### config.mk
export PLATFORM = sky130hd
export DESIGN_NAME = mem_port_arbiter
export DESIGN_NICKNAME = d
export VERILOG_FILES = /design/src/rtl/mem_port_arbiter.sv
export SDC_FILE = /design/constraint.sdc
export NUM_CORES = 1
export LEC_CHECK = 0
export BUFFER_PORTS_ARGS = -buffer_cell sky130_fd_sc_hd__buf_4
export CAP_MARGIN = 10
export CORE_AREA = 2 2 107 109
export DETAILED_ROUTE_END_ITERATION = 7
export DIE_AREA = 0 0 109 111
export SETUP_SLACK_MARGIN = 0.15
export SKIP_CTS_REPAIR_TIMING = 1
export SLEW_MARGIN = 20
export SYNTH_ARGS = -nofsm -noshare
export SYNTH_HDL_FRONTEND = slang
export SYNTH_SLANG_ARGS = --single-unit
export TNS_END_PERCENT = 50
### constraint.sdc
create_clock -name clk -period 3.1 [get_ports clk]
set_clock_uncertainty 0.15 [all_clocks]
set_input_delay 0.62 -clock clk [delete_from_list [all_inputs] [get_ports clk]]
set_output_delay 0.62 -clock clk [all_outputs]
set_load 0.05 [all_outputs]
### src/rtl/mem_port_arbiter.sv
// mem_port_arbiter
// Shares one memory bus between the instruction-fetch port and the data port.
// It grants one request per cycle. An in-order tag FIFO records which port
// issued each outstanding read, so each response goes back to the right port.
// Optional feature: define MEM_ARB_RR_EN for round-robin arbitration. When it
// is undefined, the arbiter uses fixed priority with data ahead of instruction.
module mem_port_arbiter #(
  parameter int MAX_OUT = 4
) (
  input  logic        clk,
  input  logic        reset,
  input  logic        instr_req_valid,
  output logic        instr_req_ready,
  input  logic [31:0] instr_req_addr,
  output logic        instr_rsp_valid,
  output logic [31:0] instr_rsp_data,
  input  logic        data_req_valid,
  output logic        data_req_ready,
  input  logic [31:0] data_req_addr,
  input  logic        data_req_wr,
  input  logic [3:0]  data_req_be,
  input  logic [31:0] data_req_wdata,
  output logic        data_rsp_valid,
  output logic [31:0] data_rsp_data,
  output logic        mem_req_valid,
  input  logic        mem_req_ready,
  output logic [31:0] mem_req_addr,
  output logic        mem_req_wr,
  output logic [3:0]  mem_req_be,
  output logic [31:0] mem_req_wdata,
  input  logic        mem_rsp_valid,
  input  logic [31:0] mem_rsp_data,
  output logic        rsp_err
);

  localparam int PTR_W = (MAX_OUT > 1) ? $clog2(MAX_OUT) : 1;
  localparam int CNT_W = $clog2(MAX_OUT + 1);
  localparam logic [CNT_W-1:0] MAX_CNT = CNT_W'(MAX_OUT);

  logic             lock_q;
  logic             owner_q;
  logic [PTR_W-1:0] wr_ptr_q;
  logic [PTR_W-1:0] rd_ptr_q;
  logic [CNT_W-1:0] count_q;
  logic             tag_mem [MAX_OUT];
  logic             rsp_err_q;

  logic fifo_empty;
  logic pop;
  logic push;
  logic room;
  logic instr_elig;
  logic data_elig;
  logic sel;
  logic sel_valid;
  logic accept;
  logic head_tag;

`ifdef MEM_ARB_RR_EN
  logic rr_ptr_q;
`endif

  // FIFO status and eligibility: a read needs a free tag slot, or a slot freed by a pop this cycle
  always_comb begin
    fifo_empty = (count_q == '0);
    pop        = mem_rsp_valid & ~fifo_empty & ~reset;
    room       = (count_q < MAX_CNT) | pop;
    instr_elig = instr_req_valid & room;
    data_elig  = data_req_valid & (data_req_wr | room);
  end

  // Source selection: a locked owner holds the bus, otherwise arbitrate among eligible requesters
  always_comb begin
    sel       = 1'b0;
    sel_valid = 1'b0;
    if (lock_q) begin
      sel       = owner_q;
      sel_valid = owner_q ? data_req_valid : instr_req_valid;
    end else if (instr_elig && data_elig) begin
`ifdef MEM_ARB_RR_EN
      sel       = rr_ptr_q;
`else
      sel       = 1'b1;
`endif
      sel_valid = 1'b1;
    end else if (data_elig) begin
      sel       = 1'b1;
      sel_valid = 1'b1;
    end else if (instr_elig) begin
      sel       = 1'b0;
      sel_valid = 1'b1;
    end
  end

  // Request mux and handshake; everything is forced low while reset is held
  always_comb begin
    mem_req_valid   = sel_valid & ~reset;
    accept          = mem_req_valid & mem_req_ready;
    instr_req_ready = accept & ~sel;
    data_req_ready  = accept & sel;
    mem_req_addr    = sel ? data_req_addr : instr_req_addr;
    mem_req_wr      = sel & data_req_wr;
    mem_req_be      = sel ? data_req_be : 4'hF;
    mem_req_wdata   = sel ? data_req_wdata : 32'h0;
    push            = accept & (~sel | ~data_req_wr);
  end

  // Response routing by the tag at the FIFO head; data goes to both ports
  always_comb begin
    head_tag        = tag_mem[rd_ptr_q];
    instr_rsp_valid = pop & ~head_tag;
    data_rsp_valid  = pop & head_tag;
    instr_rsp_data  = mem_rsp_data;
    data_rsp_data   = mem_rsp_data;
    rsp_err         = rsp_err_q & ~reset;
  end

  // Lock register keeps a stalled request stable until the bus accepts it
  always_ff @(posedge clk or posedge reset) begin
    if (reset) begin
      lock_q  <= 1'b0;
      owner_q <= 1'b0;
    end else if (mem_req_valid && !mem_req_ready) begin
      lock_q  <= 1'b1;
      owner_q <= sel;
    end else if (accept) begin
      lock_q  <= 1'b0;
    end
  end

`ifdef MEM_ARB_RR_EN
  // Round-robin pointer hands priority to the other port after every grant
  always_ff @(posedge clk or posedge reset) begin
    if (reset) begin
      rr_ptr_q <= 1'b0;
    end else if (accept) begin
      rr_ptr_q <= ~sel;
    end
  end
`endif

  // Tag FIFO pointers and occupancy; push and pop together leave the count unchanged
  always_ff @(posedge clk or posedge reset) begin
    if (reset) begin
      wr_ptr_q <= '0;
      rd_ptr_q <= '0;
      count_q  <= '0;
    end else begin
      if (push) wr_ptr_q <= wr_ptr_q + PTR_W'(1);
      if (pop)  rd_ptr_q <= rd_ptr_q + PTR_W'(1);
      if (push && !pop)      count_q <= count_q + CNT_W'(1);
      else if (pop && !push) count_q <= count_q - CNT_W'(1);
    end
  end

  // Tag storage; entries are only read while the FIFO holds them, so no reset is needed
  always_ff @(posedge clk) begin
    if (push) tag_mem[wr_ptr_q] <= sel;
  end

  // Sticky error flag for a response that arrives with no read outstanding
  always_ff @(posedge clk or posedge reset) begin
    if (reset) begin
      rsp_err_q <= 1'b0;
    end else if (mem_rsp_valid && fifo_empty) begin
      rsp_err_q <= 1'b1;
    end
  end

endmodule

---- Yosys cells after proc, flatten, opt, wreduce, memory -nomap -nowiden ----
Memories as Yosys holds them, arrays and structs flattened.
Cells that the tools add are included.
word-level totals
  register bits after elaboration ......... 10
  latch bits .............................. 0
  bits in writable memories ............... 4
  ROM bits ................................ 0
  logic and storage cells ................. 61
  memories kept ........................... 1
memory list
  memory   words  width  read ports  clocked after Yosys merged registers in  wr ports  line  text
  tag_mem  4      1      1           0                                        1         45    logic tag_mem [MAX_OUT];
cells by class
  $add $sub $neg .......................... 4
  multiply operators ...................... 0
  divide/modulo/power cells ............... 0
  magnitude comparators ................... 1
  eq/ne operators ......................... 0
  shift operators ......................... 0
  muxes and demuxes ....................... 17
  bitwise logic cells ..................... 21
  reduce and logical (&&, ||, !) cells .... 11
operators with widths
  operator                                                            number
  32-bit 2-to-1 mux                                                   2
  1-bit bitwise AND                                                   13
  1-bit 2-to-1 mux                                                    12
  3-bit 2-to-1 mux                                                    2
  1-bit logical AND                                                   5
  1-bit inverter                                                      5
  2-bit by 1-bit adder with 2-bit output, second input constant       2
  4-bit 2-to-1 mux                                                    1
  2-bit nonzero test                                                  2
  3-bit by 1-bit adder with 3-bit output, second input constant       1
  1-bit zero test                                                     3
  3-bit zero test                                                     1
  3-bit < comparator, second input constant                           1
  1-bit OR                                                            3
  3-bit by 1-bit subtractor with 3-bit output, second input constant  1

---- Depth between registers and ports, before layout ----
Gate-level depths: netlist (run 1).
  depth in word-level cells ............... 17
  mapped depth ............................ 10

---- Least setup slack after synthesis (run 1) ----
Ideal clock, no wire load.
  kind .................................... input-to-output
  start point ............................. in data_req_wr
  end point ............................... out instr_req_ready
  arrival ................................. 2.466 ns
  slack ................................... -0.136 ns
  stages .................................. 7
  path buffers ............................ 2
  path through ............................ nand2b_1 -> o21ai_4 -> o21a_1 -> buf_6 -> inv_4 -> buf_2 -> nor3_1
between the ends
  elaborated cells on any way between the ends .. 13
RTL lines
  element                                                line    text
  start, declared                                        20      input logic data_req_wr,
  1-bit OR (*)                                           69      data_elig = data_req_valid & (data_req_wr | room);
  1-bit bitwise AND (*)                                  69
  1-bit 2-to-1 mux or 1-bit logical AND (tied branches)  86, 79
  1-bit 2-to-1 mux (*)                                   79      end else if (instr_elig && data_elig) begin
  1-bit 2-to-1 mux (*)                                   76      if (lock_q) begin
  net sel                                                54      logic sel;
  1-bit inverter (*)                                     99      instr_req_ready = accept & ~sel;
  1-bit bitwise AND (*)                                  99
  end, declared                                          13      output logic instr_req_ready,
Mark *: on every way through the listed nets, which the timed path passes. The rest lies on a longest branch.

---- Worst setup path in the final report (run 1) ----
  start point ............................. in data_req_wr
  end point ............................... out mem_req_addr[31]
between the ends
  cells in the longest elaborated chain, start to end .. 6
  elaborated cells on any way between the ends .. 7
ends and longest elaborated chain
  element                                                line    text
  1-bit OR (*)                                           69
  1-bit bitwise AND (*)                                  69
  1-bit 2-to-1 mux or 1-bit logical AND (tied branches)  86, 79
  1-bit 2-to-1 mux (*)                                   79
  1-bit 2-to-1 mux (*)                                   76
  32-bit 2-to-1 mux (*)                                  101     mem_req_addr = sel ? data_req_addr : instr_req_addr;
  end, declared                                          27      output logic [31:0] mem_req_addr,
Mark *: on every way between the ends. The rest lies on a longest branch, timed or not.

==> impl_metrics.json, run 1 <==
{
  "drt-pass1-iter-count": 4,
  "pre_cts_ws_ns": 0.174,
  "worst_ep_required_time_ns": 2.33,
  "hpwl_um": 5480,
  "power.density_nw_per_um2": 929,
  "power_leakage_nw": 1.55,
  "path_cells": "buf_4, nand2b_1, o21ai_4, o21a_1, buf_12, mux2_2, buf_4",
  "relSlewSlack_pct": 71.1,
  "crit_top_cell": "buf_4",
  "h-tree-depth": 1,
  "synth_cells": 211,
  "avgSynthCellArea_um2": 9.63,
  "numCtsBuffers": 3,
  "numPortBuffers": 181,
  "yosys_warnings": 0,
  "r2r_cells": 9,
  "io_pins": 278,
  "synth_edf_count": 4,
  "maxCapViolCount": 0,
  "vias_per_cell": 3.84,
  "die_x_um": 109,
  "drive_above_1_share_pct": 76.9,
  "final_common_cell": "buf_4",
  "status": "finished clean",
  "synth-main-ff-cell": "dfrtp_1",
  "final_cell_area_um2": 3110,
  "cts_tree": "done",
  "coreArea_um2": 11100,
  "finalCritPeriodShare_pct": 92.4,
  "endpoint": "mem_req_addr[31]",
  "clockBufferDepth": 2,
  "crit_fanout": 34,
  "cp_slowest_cell": "mux2_2",
  "layoutNonFillerInstCount": 468,
  "rsz0062_at_grt": "false",
  "worstReg2RegEnd": "count_q[2]$_DFFE_PP0P_",
  "row_count": 39,
  "synth_cell_types": 36,
  "slew_violations": 0,
  "dieHeight_um": 111,
  "period_needed_ns": 2.86,
  "clkLatencyLatePin_ns": 0.24,
  "nets": 471,
  "placed_cell_area_um2": 3030,
  "worstSetupEndpointType": "primary output",
  "setup_tns_ns": 0,
  "die_area_um2": 12100,
  "worst_pin_slew_ns": 0.433,
  "clk_pin_slew_ns": 0.05,
  "nFillCells": 1184,
  "seq_area_frac_synth_pct": 18.2,
  "setup_viol_count_final": 0,
  "antenna_found_initial": 0,
  "r2r_setup_slack_ns": 0.65,
  "fmax_mhz": 349,
  "cp.arrival_ns": 2.09,
  "track_usage_pct": 9.40,
  "hold_viol": 0,
  "synth-async-reset-ratio_pct": 71.4,
  "ant_nets": 0,
  "grt_pass1_wl_um": 9050,
  "rr_startpoint": "owner_q$_DFFE_PP0P_",
  "place_inst": 464,
  "grt_max_degree": 42,
  "synth_area_um2": 2030,
  "grt_pass1_vias": 1890,
  "start_kind": "input port",
  "vias": 1798,
  "avgRoutedWirePerCell_um": 13.0,
  "max-vdd-ir-drop_uv": 446,
  "synthToLayoutAreaGrowth_pct": 53.3,
  "drc": 0,
  "hold_class": "input port to asynchronous set/reset pin",
  "crit_start": "data_req_wr",
  "initial_core_util_pct": 18.3,
  "final_cell_mix": "182 x buf_4, 34 x mux2_2, 19 x and2_4",
  "final.setup.worst_slack_ns": 0.236,
  "overflow": 0,
  "antenna_cells": 0,
  "drtIter0Drc": 21,
  "synth_fp_nets": 356,
  "clkSinkCount": 14,
  "path_class": "input port to primary output",
  "synth_seq_cells": 14,
  "gp_congestion": 0.737,
  "cpPeakStageDelay_ns": 0.36,
  "wl_um": 6100,
  "root_buffer": "clkbuf_16"
}
## synthesized netlist by cell type (2+ instances only)
| master | count | share of area [%] |
|---|---|---|
| buf_2 | 2 | 0.49 |
| a21oi_1 | 2 | 0.49 |
| and2_1 | 15 | 4.6 |
| xor2_1 | 2 | 0.86 |
| nand2_1 | 2 | 0.37 |
| nor3_1 | 2 | 0.49 |
| dfrtp_1 | 10 | 12 |
| nor2b_1 | 2 | 0.62 |
| inv_1 | 6 | 1.1 |
| mux2_2 | 34 | 19 |
| nand2b_1 | 6 | 1.8 |
| nor2_1 | 3 | 0.55 |
| buf_6 | 7 | 3.9 |
| buf_4 | 64 | 24 |
| xnor2_1 | 4 | 1.7 |
| and2_4 | 19 | 8.2 |
| o21ai_0 | 2 | 0.49 |
| ha_1 | 5 | 3.1 |
| edfxtp_1 | 4 | 5.9 |
| and2_2 | 4 | 1.5 |
## cell families after synthesis
logic type | Yosys count | synth area share, %
buffers and inverters | 80 | 29.4
and+or+nand+nor | 57 | 19.9
muxes | 37 | 21.2
DFF | 14 | 18.2
AOI/OAI and AO/OA | 11 | 4.62
xor gates and xnor gates | 6 | 2.59
adders and majority gates | 6 | 4.06
## layer usage
| metal | track usage (%) | share of wire [%] |
|---|---|---|
| met5 | 0 | 0 |
| met4 | 3.33 | 1.6 |
| met3 | 1.94 | 10 |
| met2 | 18.1 | 55 |
| met1 | 9.74 | 34 |
## worst max-delay path: cells and delay by family
family / cells / cell delay (ns)
buffers and inverters: 3 / 0.51
AO/OA/AOI/OAI: 2 / 0.40
multiplexers: 1 / 0.36
AND/OR/NAND/NOR: 1 / 0.17
## sequential cells by signal, summed over array words and instances (netlist names)
signal / count
count_q: 3
rsp_err_q: 1
lock_q: 1
wr_ptr_q: 2
rd_ptr_q: 2
tag_mem: 4
owner_q: 1
## power by group
group          leakage [nW]  internal, W  switching [W]
Clock                0.0385     0.000170      0.0000728
Combinational          1.36     0.000855        0.00145
Sequential            0.152     0.000270      0.0000735
Total                  1.55      0.00130        0.00160
## through the flow
stage / hold WS (ns) / power (W) / utilization (%)
6_report: 0.248 / 0.00289 / 28.1
3_3_place_gp: 0.303 / 0.00265 / 27.4
5_1_grt: 0.290 / 0.00305 / 28.1
2_1_floorplan: 0.272 / 0.00232 / -
4_1_cts: 0.269 / 0.00293 / 28.1
3_5_place_dp: 0.307 / 0.00269 / 27.4
## how the worst min path moves through the flow
stage                              endpoint  slack (ns)                   from  cells past startpoint
finish                  owner_q$_DFFE_PP0P_        0.25                  reset                      2
global route        wr_ptr_q[0]$_DFFE_PP0P_        0.29                  reset                      2
CTS                     owner_q$_DFFE_PP0P_        0.27                  reset                      2
detailed placement    rsp_err_q$_DFFE_PP0P_        0.31  rsp_err_q$_DFFE_PP0P_                      1
global placement      rsp_err_q$_DFFE_PP0P_        0.30  rsp_err_q$_DFFE_PP0P_                      1
floorplan             rsp_err_q$_DFFE_PP0P_        0.27  rsp_err_q$_DFFE_PP0P_                      1
## layout make-up
class / count / area (um^2) / area share [%]
clock buffer: 3 / 75.1 / 2.41
clock inverter: 1 / 3.75 / 0.121
tap: 143 / 179 / 5.75
multi-input combinational: 117 / 1070 / 34.3
sequential: 14 / 370 / 11.9
inverter: 7 / 31.3 / 1.00
timing repair buffer: 183 / 1390 / 44.5
Note: power is estimated with default switching activity, not from simulation.
==> inputs of run 2 (changes only) <==
- ABC_AREA: not set -> 1
- CORE_AREA: 2 2 107 109 -> 2 2 108 110
- DIE_AREA: 0 0 109 111 -> 0 0 110 112
==> impl_metrics.json, run 2 <==
{
  "worstReg2RegEnd": "count_q[2]$_DFFE_PP0P_",
  "seq_area_um2": 370,
  "dieHeight_um": 112,
  "power_leakage_nw": 1.91,
  "synth-main-ff-cell": "dfrtp_1",
  "hold_class": "input port to asynchronous set/reset pin",
  "synth_top_area_share_pct": 24.6,
  "synth_edf_count": 4,
  "period_needed_ns": 2.71,
  "wl_um": 7210,
  "cp.arrival_ns": 1.94,
  "die_x_um": 110,
  "finalCritPeriodShare_pct": 87.3,
  "endpoint": "mem_req_addr[3]",
  "synthTopCellsByCount": "112 x nand2_1, 67 x buf_4, 50 x inv_1, 39 x nor2_1, 10 x dfrtp_1",
  "start_kind": "input port",
  "final_cell_mix": "186 x buf_4, 112 x nand2_1, 50 x inv_1",
  "root_buffer": "clkbuf_16",
  "antenna_cells": 0,
  "numPortBuffers": 181,
  "drive_above_1_share_pct": 46.1,
  "io_pins": 278,
  "gp_congestion": 0.777,
  "nets": 595,
  "h-tree-depth": 1,
  "p_sw_share_pct": 61.6,
  "coreArea_um2": 11200,
  "final_common_cell": "buf_4",
  "initial_core_util_pct": 18.3,
  "antenna_found_initial": 0,
  "drt-pass1-iter-count": 4,
  "path_class": "input port to primary output",
  "seq_area_frac_synth_pct": 18.1,
  "layoutNonFillerInstCount": 592,
  "avgSynthCellArea_um2": 6.14,
  "multi_input_area_um2": 902,
  "synthAdderAreaFrac_pct": 4.04,
  "worst_pin_slew_ns": 0.370,
  "drtIter0Drc": 89,
  "die_area_um2": 12300,
  "drc": 0,
  "power.internal_w": 0.00115,
  "yosys_warnings": 0,
  "worst_ep_required_time_ns": 2.33,
  "synth-compound-area-share_pct": 2.14,
  "grt_pass1_vias": 2065,
  "hold_viol": 0,
  "clkSinkCount": 14,
  "synth_area_um2": 2040,
  "largest_register_ff_count": 4,
  "yosysTopAreaCell": "buf_4",
  "vias": 2220,
  "synth_mux_area_share_pct": 0.551,
  "clockBufferDepth": 2,
  "avgRoutedWirePerCell_um": 12.2,
  "clk_pin_slew_ns": 0.05,
  "crit_fanout": 40,
  "synthTopCellsByArea": "buf_4 25%, nand2_1 21%, dfrtp_1 12%",
  "setup_tns_ns": 0,
  "synth_fp_nets": 478,
  "r2r_cells": 13,
  "rr_startpoint": "owner_q$_DFFE_PP0P_",
  "vias_per_cell": 3.75,
  "overflow": 0,
  "hpwl_um": 6340,
  "numCtsBuffers": 3,
  "slew_violations": 0,
  "rsz0062_at_grt": "false",
  "clkPwrFrac_pct": 9.0,
  "switching_power_w": 0.00185,
  "track_usage_pct": 11.1,
  "max-vdd-ir-drop_uv": 456,
  "grt_pass1_wl_um": 10700,
  "pwr-share-comb_pct": 80.4,
  "grt_max_degree": 41,
  "post-route-util_pct": 28.1,
  "setup_viol_count_final": 0,
  "synth_seq_cells": 14,
  "place_inst": 588,
  "yosys.area_share.simple_pct": 35.7,
  "row_count": 39,
  "top_register": "tag_mem",
  "synth_most_common_cell": "nand2_1",
  "reg.largest.list": "tag_mem: 4 flops, count_q: 3 flops",
  "power.density_nw_per_um2": 954,
  "synth_top_family_by_area": "buffers and inverters",
  "r2r_setup_slack_ns": 0.66,
  "worstSetupEndpointType": "primary output",
  "maxCapViolCount": 0,
  "crit_start": "data_req_wr",
  "synth-async-reset-ratio_pct": 71.4,
  "synthToLayoutAreaGrowth_pct": 53.9,
  "status": "finished clean",
  "cts_tree": "done",
  "ant_nets": 0,
  "synth_cell_types": 26,
  "synth_cells": 333,
  "relSlewSlack_pct": 75.3,
  "nFillCells": 1253,
  "clkLatencyLatePin_ns": 0.25,
  "power_frac_seq_pct": 10.6,
  "fmax_mhz": 370,
  "synth_xor_area_share_pct": 1.71
}
## run 2: power groups by stage
stage	Clock, W	Sequential, W	Combinational (W)
2_1_floorplan	0	0.000305	0.00198
3_3_place_gp	0	0.000316	0.00241
3_5_place_dp	0	0.000318	0.00244
4_1_cts	0.000280	0.000318	0.00244
5_1_grt	0.000289	0.000329	0.00258
6_report	0.000270	0.000318	0.00241
## run 2: per-stage QoR
stage	worst slack [ns]	power (W)	cell area, um^2	hold slack (ns)
CTS	0.369	0.00304	3140	0.240
floorplan	0.333	0.00228	2040	0.268
detailed placement	0.278	0.00276	3060	0.292
global route	0.268	0.00319	3140	0.268
finish	0.394	0.00300	3140	0.235
global placement	0.353	0.00273	3060	0.294
## run 2: cell type report
class / instances / area share [%]
inverters: 54 / 6.61
repair buffers: 186 / 44.4
flip-flops and latches: 14 / 11.8
multi-input cells: 191 / 28.7
clock buffers: 4 / 2.83
well taps: 143 / 5.69
## run 2: cell families (layout without fill, tap and decap cells)
family	count (synthesis)	count (layout)
multiplexers	1	1
adder cells (fa/ha/maj)	6	6
AO/OA/AOI/OAI	8	8
buffers and inverters	128	244
flip-flops	14	14
AND/OR/NAND/NOR	172	172
XOR/XNOR	4	4
## run 2: worst min path at each step
stage                                        end  slack, ns                  start
after floorplan           count_q[0]$_DFFE_PP0P_       0.27                  reset
after global placement     rsp_err_q$_DFFE_PP0P_       0.29  rsp_err_q$_DFFE_PP0P_
after detailed placement   rsp_err_q$_DFFE_PP0P_       0.29  rsp_err_q$_DFFE_PP0P_
after CTS                    owner_q$_DFFE_PP0P_       0.24                  reset
after global routing         owner_q$_DFFE_PP0P_       0.27                  reset
final                        owner_q$_DFFE_PP0P_       0.23                  reset
## run 2: worst max-delay path, stage by stage
cell and delay (ns):
buf_4 0.13, inv_1 0.07, nand3_2 0.08, nand2_2 0.09
nand2_4 0.07, nand2_8 0.07, buf_4 0.34, nand2_1 0.14
nand2_1 0.10, buf_4 0.20
## run 2: metal layers
metal | share of wire, % | global-route usage [%] | vias up
met1 | 35 | 11.8 | 955
met3 | 8.7 | 2.93 | 3
li1 | - | - | 1132
met5 | 0 | 0 | -
met2 | 56 | 21.5 | 130
met4 | 0.53 | 1.94 | 0
